[src/rtl/an_rx_pkg.sv]
// Shared definitions for the AN_RX measurement path: default widths, clock-derived
// timeout and the scheduler state encoding.
package an_rx_pkg;

   localparam int C_LV_W_DEF    = 12;
   localparam int C_F_CKM       = 48_000_000;
   localparam int C_TIMEOUT_DEF = C_F_CKM / 10;   // 100 ms

   typedef enum logic [2:0] {
      S_IDLE        = 3'd0,
      S_START       = 3'd1,
      S_WAIT_DONE   = 3'd2,
      S_EMIT        = 3'd3,
      S_WAIT_PERIOD = 3'd4
   } state_e;

endpackage

[src/rtl/an_rx_lv_hyst.sv]
// Registered hysteresis comparator: updates the level decision on each new average,
// set threshold checked first so crossed thresholds still resolve deterministically.
module an_rx_lv_hyst
   import an_rx_pkg::*;
#(
   parameter int C_LV_W = C_LV_W_DEF
) (
   input  logic              CK_i,
   input  logic              ARST_i,
   input  logic [C_LV_W-1:0] AVG_i,
   input  logic              AVG_VLD_i,
   input  logic [C_LV_W-1:0] THR_HI_i,
   input  logic [C_LV_W-1:0] THR_LO_i,
   output logic              LV_o
);

   logic lv_q, lv_d;

   always_comb begin
      lv_d = lv_q;
      if (AVG_VLD_i) begin
         if (AVG_i >= THR_HI_i)
            lv_d = 1'b1;
         else if (AVG_i < THR_LO_i)
            lv_d = 1'b0;
      end
   end

   always_ff @(posedge CK_i or posedge ARST_i) begin
      if (ARST_i)
         lv_q <= 1'b0;
      else
         lv_q <= lv_d;
   end

   assign LV_o = lv_q;

endmodule

[src/rtl/an_rx_meas_sched.sv]
// Measurement scheduler for the level detector: periodic start/done handshake with
// timeout, 2^C_AVG_LOG2-sample averaging and a hysteresis level decision.
module an_rx_meas_sched
   import an_rx_pkg::*;
#(
   parameter int C_LV_W     = C_LV_W_DEF,
   parameter int C_AVG_LOG2 = 2,
   parameter int C_PERIOD_W = 24,
   parameter int C_TIMEOUT  = C_TIMEOUT_DEF
) (
   input  logic                  CK_i,
   input  logic                  ARST_i,
   input  logic                  EN_i,
   input  logic [C_PERIOD_W-1:0] PERIOD_i,
   input  logic [C_LV_W-1:0]     THR_HI_i,
   input  logic [C_LV_W-1:0]     THR_LO_i,
   input  logic                  CLR_ERR_i,
   output logic                  DET_START_o,
   input  logic                  DET_DONE_i,
   input  logic [C_LV_W-1:0]     DET_LVs_i,
   output logic [C_LV_W-1:0]     AVG_LVs_o,
   output logic                  AVG_VLD_o,
   output logic                  LV_o,
   output logic                  TIMEOUT_o
);

   localparam int ACC_W = C_LV_W + C_AVG_LOG2;
   localparam int CNT_W = C_AVG_LOG2 + 1;
   localparam int TMO_W = $clog2(C_TIMEOUT + 1);
   localparam logic [CNT_W-1:0] LAST_SMP = CNT_W'((1 << C_AVG_LOG2) - 1);
   localparam logic [TMO_W-1:0] TMO_LAST = TMO_W'(C_TIMEOUT - 1);

   state_e                state_q, state_d;
   logic [ACC_W-1:0]      acc_q, acc_d;
   logic [CNT_W-1:0]      cnt_q, cnt_d;
   logic [C_PERIOD_W-1:0] per_q, per_d, per_load;
   logic [TMO_W-1:0]      tmo_q, tmo_d;
   logic [C_LV_W-1:0]     avg_q, avg_d;
   logic                  start_q, start_d;
   logic                  vld_q, vld_d;
   logic                  to_q, to_d;

   assign per_load = (PERIOD_i == '0) ? C_PERIOD_W'(1) : PERIOD_i;

   always_comb begin
      state_d = state_q;
      acc_d   = acc_q;
      cnt_d   = cnt_q;
      per_d   = per_q;
      tmo_d   = '0;
      avg_d   = avg_q;
      vld_d   = 1'b0;
      to_d    = to_q & ~CLR_ERR_i;
      case (state_q)
         S_IDLE: begin
            if (EN_i)
               state_d = S_START;
         end
         S_START: begin
            // the start-pulse cycle is the first cycle of the timeout window
            tmo_d   = TMO_W'(1);
            state_d = S_WAIT_DONE;
         end
         S_WAIT_DONE: begin
            if (DET_DONE_i) begin
               acc_d = acc_q + ACC_W'(DET_LVs_i);
               cnt_d = cnt_q + 1'b1;
               if (cnt_q == LAST_SMP) begin
                  state_d = S_EMIT;
               end else begin
                  state_d = S_WAIT_PERIOD;
                  per_d   = per_load;
               end
            end else if (tmo_q == TMO_LAST) begin
               to_d    = 1'b1;
               acc_d   = '0;
               cnt_d   = '0;
               state_d = S_WAIT_PERIOD;
               per_d   = per_load;
            end else begin
               tmo_d = tmo_q + 1'b1;
            end
         end
         S_EMIT: begin
            avg_d   = C_LV_W'(acc_q >> C_AVG_LOG2);
            vld_d   = 1'b1;
            acc_d   = '0;
            cnt_d   = '0;
            state_d = S_WAIT_PERIOD;
            per_d   = per_load;
         end
         S_WAIT_PERIOD: begin
            if (!EN_i) begin
               state_d = S_IDLE;
               acc_d   = '0;
               cnt_d   = '0;
               per_d   = '0;
            end else if (per_q <= C_PERIOD_W'(1)) begin
               state_d = S_START;
               per_d   = '0;
            end else begin
               per_d = per_q - 1'b1;
            end
         end
         default: state_d = S_IDLE;
      endcase
      start_d = (state_d == S_START);
   end

   always_ff @(posedge CK_i or posedge ARST_i) begin
      if (ARST_i) begin
         state_q <= S_IDLE;
         acc_q   <= '0;
         cnt_q   <= '0;
         per_q   <= '0;
         tmo_q   <= '0;
         avg_q   <= '0;
         start_q <= 1'b0;
         vld_q   <= 1'b0;
         to_q    <= 1'b0;
      end else begin
         state_q <= state_d;
         acc_q   <= acc_d;
         cnt_q   <= cnt_d;
         per_q   <= per_d;
         tmo_q   <= tmo_d;
         avg_q   <= avg_d;
         start_q <= start_d;
         vld_q   <= vld_d;
         to_q    <= to_d;
      end
   end

   an_rx_lv_hyst #(.C_LV_W(C_LV_W)) u_hyst (
      .CK_i      (CK_i),
      .ARST_i    (ARST_i),
      .AVG_i     (avg_d),
      .AVG_VLD_i (vld_d),
      .THR_HI_i  (THR_HI_i),
      .THR_LO_i  (THR_LO_i),
      .LV_o      (LV_o)
   );

   assign DET_START_o = start_q;
   assign AVG_LVs_o   = avg_q;
   assign AVG_VLD_o   = vld_q;
   assign TIMEOUT_o   = to_q;

endmodule

[config.mk]
export PLATFORM = sky130hd
export DESIGN_NAME = an_rx_meas_sched
export DESIGN_NICKNAME = d
export VERILOG_FILES = /design/src/rtl/an_rx_pkg.sv /design/src/rtl/an_rx_lv_hyst.sv /design/src/rtl/an_rx_meas_sched.sv
export SDC_FILE = /design/constraint.sdc
export NUM_CORES = 1
export LEC_CHECK = 0
export BUFFER_PORTS_ARGS = -buffer_cell sky130_fd_sc_hd__buf_2
export CAP_MARGIN = 20
export CORE_ASPECT_RATIO = 1.4
export CORE_UTILIZATION = 60
export CTS_CLUSTER_SIZE = 14
export DETAILED_ROUTE_END_ITERATION = 12
export PLACE_DENSITY_LB_ADDON = 0.1
export SLEW_MARGIN = 20
export SYNTH_ARGS = -nofsm -noshare
export SYNTH_HDL_FRONTEND = slang
export SYNTH_SLANG_ARGS = --single-unit
[constraint.sdc]
create_clock -name CK_i -period 6.8 [get_ports CK_i]
set_clock_uncertainty 0.15 [all_clocks]
set_input_delay 0.68 -clock CK_i [delete_from_list [all_inputs] [get_ports CK_i]]
set_output_delay 0.68 -clock CK_i [all_outputs]
set_load 0.01 [all_outputs]
**Word-level counts from Yosys, hierarchy flattened**

Index checks and enable logic that the tools add are counted.

- Shift-type cells: 0
- Bitwise operators: 2
- Eq/ne operators: 10
- Divide/modulo/power cells: 0
- Multiply operators: 0
- Multiplexer cells: 32
- $lt $le $gt $ge: 3
- Reductions and logical operators: 7
- Add/sub/neg operators: 4

Operators with widths:

| kind | count |
|---|---|
| 24-bit 2-to-1 mux | 6 |
| 24-bit one-hot mux with 3 select lines | 1 |
| 23-bit 2-to-1 mux | 2 |
| 23-bit one-hot mux with 2 select lines | 1 |
| 14-bit 2-to-1 mux | 3 |
| 14-bit one-hot mux with 3 select lines | 1 |
| 3-bit 2-to-1 mux | 9 |
| 24-bit by 1-bit <= comparator with 1-bit output (second input constant) | 1 |
| 24-bit logical NOT | 1 |
| 24-bit by 1-bit subtractor with 24-bit output (second input constant) | 1 |
| 23-bit by 1-bit adder with 23-bit output (second input constant) | 1 |
| 23-bit == test (second input constant) | 1 |
| 3-bit one-hot mux with 5 select lines | 1 |
| 14-bit by 12-bit adder with 14-bit output | 1 |
| 12-bit >= comparator | 1 |
| 12-bit less-than comparator | 1 |
| 12-bit 2-to-1 mux | 1 |
| 3-bit by 2-bit == test with 1-bit output (second input constant) | 3 |
| 3-bit one-hot mux with 3 select lines | 1 |
| 3-bit by 1-bit == test with 1-bit output (second input constant) | 2 |
| 1-bit 2-to-1 mux | 6 |
| 3-bit inequality test (second input constant) | 2 |
| 3-bit AND reduction | 2 |
| 3-bit by 1-bit adder with 3-bit output (second input constant) | 1 |
| other kinds (8) | 8 |

- Input bits: 65
- Latch bits: 0
- Logic and storage cells: 68
- Bits in writable memories: 0
- Bits in read-only memories: 0
- Output and inout bits: 16
- Memories kept: 0
- Flip-flop bits (word level): 83

**Longest topological paths before layout**

Gate-level depths: netlist of run 1.

- Depth after elaboration: 5
- Gate-level depth with buffers: 12
- Mapped depth without buffers: 10

**Cells and area by module**

Synthesis of run 1 repeated with hierarchy kept, for this count alone.

- Cells, all modules: 580
- Area, all modules: 5235.0 um^2

Modules (own cells, without submodules):

| module | area each (um^2) | seq. area each (um^2) | times used | cells an instance |
|---|---|---|---|---|
| an_rx_meas_sched | 4613.2 | 2052.0 | 1 | 495 |
| an_rx_lv_hyst | 621.8 | 25.0 | 1 | 85 |

**Worst setup path before layout of run 1**

No wires, ideal clock.

- Path type: reg2reg
- Start: register state_q[2]
- End: register u_hyst.lv_q (netlist: u_hyst.LV_o)
- Path buffers: 2
- Setup time: 0.143 ns
- Clock period less this slack: 3.001 ns
- Cell stages (with the launch flop): 13
- Path slack: 3.799 ns
- Data required time: 6.507 ns
- Data arrival time: 2.708 ns
- Cell sequence: dfrtp_1 -> nand2b_1 -> or2_2 -> clkbuf_1 -> buf_1 -> mux2_2 -> ha_1 -> a21o_1 -> a21o_1 -> a21oi_1 -> o22ai_1 -> a21oi_1 -> o211ai_1

- Longest elaborated chain between the ends: 5
- Elaborated cells between the ends (all ways): 8
- Classes of those cells: 2 x order compare; 1 x eq/ne; 3 x mux; 2 x reduce/logical

RTL lines:

| what | RTL line | source |
|---|---|---|
| start, declared | an_rx_meas_sched.sv:33 | `state_e state_q, state_d;` |
| start signal, assigned | an_rx_meas_sched.sv:122 | `state_q <= state_d;` |
| 3-bit by 2-bit == test with 1-bit output * | an_rx_meas_sched.sv:54 | `case (state_q)` |
| 12-bit 2-to-1 mux * | an_rx_meas_sched.sv:54 |  |
| named net avg_d[8] | an_rx_meas_sched.sv:38 | `logic [C_LV_W-1:0] avg_q, avg_d;` |
| 12-bit less-than comparator or 12-bit >= comparator (tied branches) | an_rx_lv_hyst.sv:24, an_rx_lv_hyst.sv:22 |  |
| 2-bit nonzero test (no source line) | -- |  |
| 2-bit AND reduction (no source line) | -- |  |
| end signal, assigned | an_rx_lv_hyst.sv:33 | `lv_q <= lv_d;` |
| end, declared | an_rx_lv_hyst.sv:17 | `logic lv_q, lv_d;` |

The timed path passes the listed nets; every way through them passes the cells marked *.
A chain may end at the register's enable or synchronous reset.

**Worst setup path after layout of run 1**

- Start: register state_q[2]
- End: register u_hyst.lv_q (netlist: u_hyst.LV_o)

- Longest elaborated chain between the ends: 5
- Elaborated cells between the ends (all ways): 8
- Classes of those cells: 2 x order compare; 1 x eq/ne; 3 x mux; 2 x reduce/logical

RTL lines:

| what | RTL line |
|---|---|
| 3-bit by 2-bit == test with 1-bit output * | an_rx_meas_sched.sv:54 |
| 12-bit 2-to-1 mux | an_rx_meas_sched.sv:54 |
| 12-bit less-than comparator or 12-bit >= comparator (tied branches) | an_rx_lv_hyst.sv:24, an_rx_lv_hyst.sv:22 |
| 2-bit nonzero test (no source line) | -- |
| 2-bit AND reduction (no source line) | -- |

Every way passes the cells marked *; elsewhere a longest branch is shown, timed or not.

==> qor.yml, run 1 <==
drv_cap: 0
cts_max_level: 3
gr-usage-met3_pct: 4.065
power.internal_mw: 1.329
path_cells: "nand2b_1 -> or2_2 -> mux2i_1 -> ha_1 -> nand2b_1 -> a21oi_1 -> o21ai_0 -> a21o_1 -> a31oi_1 -> o211ai_1"
cts_hold_buf: 0
yosysTopAreaCellShare_pct: 39.72
fin_crit_sh_pct: 46.76
final_common_cell: "dfrtp_1"
cts-resized-gates: 0
reg2reg_slack_ps: 3620
finalNetCount: 745
ys_ff_latch: 83
power_switching_uw: 877.2
ir_worst_vdd_mv: 0.2688
synth_edf_count: 0
io_buffers: 80
ys_top_cells_by_area: "dfrtp_1 (40%), ha_1 (9.6%), a22o_1 (3.5%)"
die_h_um: 112.5
yosysTopAreaCell: "dfrtp_1"
reg2reg_from: "state_q[2]"
wl_um: 12450
cts.clk_slew.worst_paths_ps: 60
antenna_found_initial: 0
synth_area_mm2: 0.005229
leakagePower_nw: 2.945
powerDensity_mw_per_mm2: 367.1
avgSynthCellArea_um2: 9.287
wl_per_cell_um: 16.69
ys_async_sr_fraction_pct: 100.0
vias: 4586
postCtsSetupRepairBufs: 0
routed_via_density: 6.147
relSlewSlack_pct: 34.20
root_buffer: "clkbuf_16"
path_class: "reg -> reg"
grt_pass1_vias: 4580
drt_iter0_drc: 370
fin_ws_ps: 3621
seqPwrFrac_pct: 35.2
core_mm2: 0.008295
track_usage_pct: 29.95
max_freq_mhz: 314.5
diodes: 0
ant_nets: 0
worstReg2RegEnd: "u_hyst.LV_o"
status: "complete, no violations"
worstMarginPinSlew_ps: 984.6
path_common_cell: "nand2b_1"
period_needed_ps: 3179
ys.flop_type: "dfrtp_1"
slowest_delay_ps: 540
min_path_type: "reg -> reg"
holdPathEnd: "per_q[16]"
synth_warnings: 0
dp_hpwl_um: 8952
grt.overflow.total: 0
synthCells: 563
end_kind: "flip-flop"
slew_violations: 0
slowest_stage: "or2_2"
clkLatencyLatePin_ps: 340
grt_max_degree: 84
yosysSeqAreaShare_pct: 39.72
rsz0062_at_grt: "no"
dieArea_mm2: 0.009097
hold_violations: 0
crit_arrival_ps: 3230
start_util_pct: 63.03
worstHoldPathCells: 1
drc: 0
place.gp.congestion: 0.8951
cts_tree: "built"
syn_to_final_growth_pct: 14.91
grt.met1_usage_pct: 35.98
num-fill-cells: 674
place_ws_ps: 3446
drive_above_1_share_pct: 18.63
num_rows: 39
final.setup.tns_ps: 0
die_x_um: 80.90
combPwrFrac_pct: 42.3
holdCritStartpoint: "per_q[16]"
critPathBufInv: 0
io_pins: 81
final_cell_mix: "dfrtp_1 (83), buf_2 (80), nand2_1 (42)"
cts_buffer_depth: 2
synth_cell_types: 59
switching_share_pct: 39.77
numCtsBuffers: 9
firstDrtPassIters: 5
setup_violations: 0
power_frac_clock_pct: 22.5
r2r_cells: 10
grt_pass1_wl_um: 21040
use_met2_pct: 52.04
crit_fanout: 18
crit_family: "simple AND/OR/NAND/NOR gates"
synthesis.nets: 669
start_kind: "flip-flop"
cts.sinks: 83
busiest_layer: "met2"
cp_data_required_time_ps: 6850
[worst reg2reg max path: stages (launching register included)]
cell,delay [ps]
dfrtp_1,440
nand2b_1,320
or2_2,540
mux2i_1,370
ha_1,290
nand2b_1,140
a21oi_1,160
o21ai_0,140
a21o_1,200
a31oi_1,160
o211ai_1,110
[synth_stat cells (3+ instances only)]
library cell / count
or3_1: 5
o22ai_1: 4
o21ai_0: 35
nand4_1: 12
nand2_1: 42
a32o_1: 5
ha_1: 40
xnor2_1: 9
a211o_1: 3
nand2b_1: 5
mux2_2: 11
inv_1: 36
o21ai_1: 10
a31oi_1: 4
nor4_1: 17
a22o_1: 21
and3_1: 8
xor2_1: 20
a21o_1: 12
clkbuf_1: 9
or4_1: 5
dfrtp_1: 83
buf_4: 3
nor3_1: 20
buf_2: 3
a211oi_1: 3
o2bb2ai_1: 11
nand3_1: 14
nor2_1: 41
a21oi_1: 31
nor2b_1: 3
[registers in the layout, indices dropped and copies added (netlist names)]
| name | cells |
|---|---|
| per_q | 24 |
| tmo_q | 23 |
| u_hyst.LV_o | 1 |
| state_q | 3 |
| AVG_VLD_o | 1 |
| cnt_q | 3 |
| DET_START_o | 1 |
| AVG_LVs_o | 12 |
| TIMEOUT_o | 1 |
| acc_q | 14 |
[per-stage QoR]
step	hold slack [ps]	cells	total power, mW	util, %	area, um2
detailed placement	316.3	730	1.702	68.64	5694
CTS	330.2	746	2.203	72.29	5997
global route	347.3	746	2.367	72.43	6008
floorplan	300.3	563	1.464	-	5229
global placement	312.6	730	1.658	68.64	5694
finish	333.8	746	2.206	72.43	6008
[power by group through the flow]
stage               Sequential, mW  Clock (mW)  Combinational [mW]
floorplan                    0.760           0               0.704
finish                       0.776       0.496               0.934
detailed placement           0.776           0               0.926
global placement             0.773           0               0.885
global route                 0.795       0.518                1.05
CTS                          0.772       0.501               0.929
[cell type report]
class	count	area [um2]	area share [%]
sequential	83	2077	34.57
inverter	36	136.4	2.270
clock buffer	9	225.2	3.748
clock inverter	7	77.57	1.291
multi-input combinational	427	2945	49.02
timing repair buffer	82	419.2	6.976
tap	102	127.6	2.124
[worst max path at each step]
stage / start / end / cells past startpoint
2_1_floorplan: state_q[2] / u_hyst.LV_o / 12
3_3_place_gp: tmo_q[14] / per_q[13] / 6
3_5_place_dp: tmo_q[14] / per_q[8] / 6
4_1_cts: tmo_q[14] / per_q[8] / 6
5_1_grt: state_q[2] / u_hyst.LV_o / 10
6_report: state_q[2] / u_hyst.LV_o / 10
[per-layer routing]
metal | vias to the layer above | wire, um
li1 | 2220 | -
met1 | 2209 | 5088
met2 | 132 | 6574
met3 | 25 | 476
met4 | 0 | 309
met5 | - | 0
[logic make-up after synthesis]
logic type / Yosys count / synth area share (%)
buf+inv: 53 / 4.092
mux: 13 / 2.752
simple gates: 187 / 18.16
compound gates: 157 / 20.46
xor+xnor: 29 / 4.858
fa+ha+maj: 41 / 9.955
flops: 83 / 39.72
No activity file was read; power rests on OpenSTA's default activity.
==> run 2, diff against run 1 <==
- ABC_AREA: default -> 1
- CORE_UTILIZATION: 60 -> 59
- clock period: 6.8 -> 3.1 ns (I/O delays scaled with it)
==> run 2 against run 1 <==
Synthesized cell count is 50% higher. Combinational power grew to 2.8 times the previous value. Sequential cell count stayed put. Maximum frequency is 27% higher. Largest cell class unchanged. Largest power group unchanged. Global-route usage is 0.47 points higher. Via count is 24% higher.
==> qor.yml, run 2 <==
status: "complete, no violations"
slew_violations: 0  # unchanged
max_freq_mhz: 400.0  # +27%
place_inst: 1048  # +44%
cts_max_level: 3  # unchanged
largest_registers: "per_q x24, tmo_q x23, acc_q x14"
final.setup.tns_ps: 0  # unchanged
numCtsBuffers: 9  # unchanged
ys.flop_type: "dfrtp_1"
wl_per_cell_um: 13.79  # -17%
largest_reg_flops: 24  # unchanged
drc: 0  # unchanged
path_common_cell: "nand2_1"
clkLatencyLatePin_ps: 340  # about the same
critPathBufInv: 2  # +2
drv_cap: 0  # unchanged
routed_via_density: 5.347  # -13%
period_needed_ps: 2500  # -679.3 ps
diodes: 0  # unchanged
dieArea_mm2: 0.01054  # +16%
final_common_cell: "nand2_1"
leakagePower_nw: 3.566  # +21%
cts.clk_slew.worst_paths_ps: 70  # about the same
ys_async_sr_fraction_pct: 100.0  # unchanged
synth_warnings: 0  # unchanged
synthCells: 843  # +50%
fin_crit_sh_pct: 80.65  # +34 points
yosysTopAreaCell: "dfrtp_1"
min_path_type: "in -> reg"
synth_area_mm2: 0.005973  # +14%
drive_above_1_share_pct: 15.15  # -3.5 points
slowest_stage: "dfrtp_1"
vias: 5700  # +24%
p_total_mw: 5.683  # +160%
die_x_um: 87.04  # +7.6%
grt_pass1_vias: 5544  # +21%
place_area_mm2: 0.006496  # +14%
start_util_pct: 60.34  # -2.7 points
firstDrtPassIters: 6  # +1
track_usage_pct: 30.41  # +0.47 points
avgSynthCellArea_um2: 7.086  # -24%
grt_pass1_wl_um: 24860  # +18%
syn_to_final_growth_pct: 14.91  # about the same
ir_worst_vdd_mv: 0.4770  # +77%
crit_fanout: 16  # -2
relSlewSlack_pct: 51.16  # +17 points
root_buffer: "clkbuf_16"
io_pins: 81  # unchanged
antenna_found_initial: 0  # unchanged
worstMarginPinSlew_ps: 731.8  # -252.8 ps
crit_arrival_ps: 2580  # -650 ps
setup_violations: 0  # unchanged
cts_buffer_depth: 2  # unchanged
path_class: "reg -> reg"
ant_nets: 0  # unchanged
start_kind: "flip-flop"
end_kind: "flip-flop"
place.gp.congestion: 0.9246  # +3.3%
cts_tree: "built"
num_rows: 43  # +10%
powerDensity_mw_per_mm2: 827.9  # +130%
synth_cell_types: 44  # -25%
finalNetCount: 1032  # +39%
ys_top_cells_by_area: "dfrtp_1 (35%), nand2_1 (17%), ha_1 (8.4%)"
wl_um: 14700  # +18%
grt_max_degree: 58  # -31%
hold_violations: 0  # unchanged
die_h_um: 121.1  # +7.6%
num-fill-cells: 901  # +34%
core_mm2: 0.009899  # +19%
dp_hpwl_um: 11160  # +25%
slowest_delay_ps: 410  # -130 ps
crit_family: "simple AND/OR/NAND/NOR gates"
rsz0062_at_grt: "no"
drt_iter0_drc: 338  # -8.6%
yosysSeqAreaShare_pct: 34.77  # -5.0 points
synth_edf_count: 0  # unchanged
final_cell_mix: "nand2_1 (270), nor2_1 (107), inv_1 (90)"
synth_top_cells_by_count: "nand2_1 (270), nor2_1 (107), inv_1 (91)"
grt.overflow.total: 0  # unchanged
yosysTopAreaCellShare_pct: 34.77  # -5.0 points
fin_cells: 1066  # +43%
cts.sinks: 83  # unchanged
hold_slack_ps: 124.0  # -209.8 ps
yosysMostFrequentCell: "nand2_1"
top_register: "per_q"
path_cells: "inv_2 -> nand3_4 -> inv_2 -> nand2_1 -> nand2_1 -> ha_1 -> a21oi_1 -> nor2_1 -> a211oi_1 -> nand3b_1 -> o21ai_0 -> nand2_1"
final_cell_area_mm2: 0.006864  # +14%
ys_ff_latch: 83  # unchanged
io_buffers: 80  # unchanged
cp_data_required_time_ps: 3180  # -3670 ps
synthesis.nets: 949  # +42%
-- run 2: timing repair --
action	4_1_cts	5_1_grt
endpoints found under the hold margin	27	0
hold buffers	2	0
resized for setup	0	0
buffers inserted	0	0
-- run 2: final timing paths --
| check | from | endpoint | slack, ps | cells after the start |
|---|---|---|---|---|
| worst min-delay path | DET_DONE_i | tmo_q[19] | 120 | 2 |
| max in group asynchronous | ARST_i | state_q[0] | 1730 | 4 |
| worst max register to register | state_q[2] | u_hyst.LV_o | 600 | 12 |
| worst min register to register | cnt_q[2] | cnt_q[2] | 330 | 2 |
| worst max-delay path | state_q[2] | u_hyst.LV_o | 600 | 12 |
| min in group asynchronous | ARST_i | tmo_q[12] | 400 | 3 |
-- run 2: area by class of cell --
type / count / area, um2 / share of cell area (%)
Clock inverter: 3 / 67.56 / 0.9843
Tap cell: 135 / 168.9 / 2.461
Timing Repair Buffer: 83 / 440.4 / 6.416
Inverter: 103 / 392.9 / 5.724
Clock buffer: 13 / 280.3 / 4.083
Multi-Input combinational cell: 646 / 3437 / 50.07
Sequential cell: 83 / 2077 / 30.26
-- run 2: cells by family (layout without fill, tap and decap cells) --
family	after synthesis	in the layout	share of synthesized area, %
xor+xnor	30	30	4.399
compound gates	90	90	8.505
fa+ha+maj	41	41	8.714
buf+inv	114	202	7.687
flops	83	83	34.77
simple gates	485	485	35.92
-- run 2: metrics by stage --
step	worst slack [ps]	util (%)
floorplan	503.2	-
global placement	744.2	65.62
detailed placement	643.2	65.62
CTS	612.0	69.34
global route	422.3	69.34
finish	599.9	69.34
-- run 2: routing by layer --
layer | track usage [%] | vias up | wire length (um)
li1 | - | 2855 | -
met1 | 35.62 | 2641 | 5926
met2 | 54.08 | 169 | 7675
met3 | 5.170 | 35 | 653
met4 | 12.60 | 0 | 448
met5 | 0 | - | 0
-- run 2: power breakdown --
group	internal, mW	leakage [nW]	switching (mW)
clock network	0.794	0.168	0.441
logic	0.935	2.31	1.72
registers	1.43	1.09	0.369
total	3.16	3.57	2.52
==> run 3, diff against run 2 <==
- clock period: 3.1 -> 2.4 ns (I/O delays scaled with it)
==> run 3 against run 2 <==
Clock-buffer cell count is 1 lower. Sequential share of layout area hardly changed. Routed wire length fell by 0.46%. Non-clock buffer count is 8 higher. Hold slack got worse by 55 ps. Sequential power up 29%. Power up 26%. Cell area barely moved. Global-route usage fell by 0.68 points. Via count is 0.26% lower. Register-to-register slack worse by 400 ps. Critical path type unchanged. Highest routed layer unchanged.
==> qor.yml, run 3 (synthesized netlist as in run 2, its figures left out) <==
status: "complete, no violations"
antenna_found_initial: 0  # unchanged
dp_hpwl_um: 11090  # -0.63%
drt_iter0_drc: 324  # -4.1%
period_needed_ps: 2197  # -303.6 ps
relSlewSlack_pct: 52.38  # +1.2 points
setup_violations: 0  # unchanged
final_cell_mix: "nand2_1 (270), nor2_1 (107), inv_1 (90)"
end_kind: "flip-flop"
place.gp.congestion: 0.9018  # -2.5%
routed_via_density: 5.298  # -0.91%
grt_pass1_wl_um: 24220  # -2.6%
core_mm2: 0.009899  # unchanged
path_class: "reg -> reg"
fin_crit_sh_pct: 91.52  # +11 points
leakagePower_nw: 3.565  # about the same
crit_arrival_ps: 2270  # -310 ps
vias: 5685  # -0.26%
start_util_pct: 60.34  # unchanged
drv_cap: 0  # unchanged
wl_um: 14640  # -0.46%
cts_buffer_depth: 2  # unchanged
die_x_um: 87.04  # unchanged
largest_registers: "per_q x24, tmo_q x23, acc_q x14"
final_common_cell: "nand2_1"
hold_slack_ps: 69.37  # -54.59 ps
firstDrtPassIters: 5  # -1
worstMarginPinSlew_ps: 713.5  # -18.23 ps
cts.clk_slew.worst_paths_ps: 60  # about the same
wl_per_cell_um: 13.64  # -1.1%
syn_to_final_growth_pct: 14.81  # about the same
cts_max_level: 3  # unchanged
diodes: 0  # unchanged
reg2reg_slack_ps: 200  # -400 ps
slew_violations: 0  # unchanged
rsz0062_at_grt: "no"
io_pins: 81  # unchanged
drc: 0  # unchanged
top_register: "per_q"
numCtsBuffers: 9  # unchanged
drive_above_1_share_pct: 15.46  # +0.31 points
ir_worst_vdd_mv: 0.5477  # +15%
hold_violations: 0  # unchanged
finalNetCount: 1040  # +0.78%
cts_tree: "built"
cts.sinks: 83  # unchanged
clkLatencyLatePin_ps: 340  # about the same
grt.overflow.total: 0  # unchanged
root_buffer: "clkbuf_16"
dieArea_mm2: 0.01054  # unchanged
min_path_type: "in -> reg"
num_rows: 43  # unchanged
die_h_um: 121.1  # unchanged
powerDensity_mw_per_mm2: 1044  # +26%
track_usage_pct: 29.74  # -0.68 points
io_buffers: 80  # unchanged
start_kind: "flip-flop"
crit_fanout: 9  # -7
cp_data_required_time_ps: 2480  # -700 ps
ant_nets: 0  # unchanged
final.setup.tns_ps: 0  # unchanged
largest_reg_flops: 24  # unchanged
max_freq_mhz: 455.3  # +14%
grt_pass1_vias: 5538  # -0.11%
grt_max_degree: 84  # +45%
==> run 3: changes by cell type in the layout (fill, tap and decap cells not counted) <==
cell / change
buf_4: +8
inv_4: +1
clkbuf_8: -4
clkbuf_1: +3
bufinv_16: -1
clkinv_2: +1
inv_2: -1
==> run 3: final cells by class <==
type | instances | area [um2]
multi-input combinational | 646 | 3437
fill | 901 | 3042
sequential | 83 | 2077
timing repair buffer | 91 | 500.5
inverter | 103 | 397.9
clock buffer | 12 | 236.5
tap | 135 | 168.9
clock inverter | 3 | 40.04
==> run 3: power breakdown <==
part,internal [mW],switching [mW],leakage [nW]
logic,1.26,2.24,2.34
registers,1.85,0.471,1.09
clock network,0.798,0.542,0.136
==> run 3: routing by layer <==
metal  track usage, %  up-vias  part of all wire (%)
met3            6.531       36                   4.3
met1            33.20     2633                    40
met5                0        -                     0
li1                 -     2870                     -
met4            16.25        0                   4.2
met2            51.77      146                    52
==> run 3: path summary, 6_finish.rpt <==
path | end | from | depth (start not counted)
worst max-delay path | u_hyst.LV_o | state_q[2] | 13
worst min-delay path | per_q[14] | PERIOD_i[14] | 5
worst max register to register | u_hyst.LV_o | state_q[2] | 13
worst min register to register | cnt_q[2] | cnt_q[2] | 2
max in group asynchronous | tmo_q[12] | ARST_i | 4
min in group asynchronous | AVG_LVs_o[7] | ARST_i | 4
==> run 3: what timing repair did <==
action | CTS | global route
hold endpoints to repair | 84 | 0
hold buffers | 2 | 0
endpoints found under the setup margin | 0 | 1
buffers inserted | 0 | 2
resized for setup | 0 | 2
==> run 3: stage by stage <==
step	instance area [um2]	total power, mW	setup WS (ps)	utilization [%]	std cells
global placement	6544	5.642	221.5	66.10	1054
finish	6858	7.159	203.5	69.27	1073
floorplan	5977	4.912	122.4	-	843
detailed placement	6544	5.796	149.9	66.10	1054
CTS	6840	7.188	130.2	69.10	1071
global route	6858	7.799	12.94	69.27	1073
==> run 3: critical path, cell delays in order, from the launching register on <==
cell	delay (ps)
dfrtp_1	410
inv_2	90
nand3_4	120
buf_4	190
nand2_1	50
nand2_1	90
ha_1	300
nand2_1	70
inv_1	30
o21ai_0	150
a21oi_1	90
nand3b_1	150
o21ai_0	140
nand2_1	60
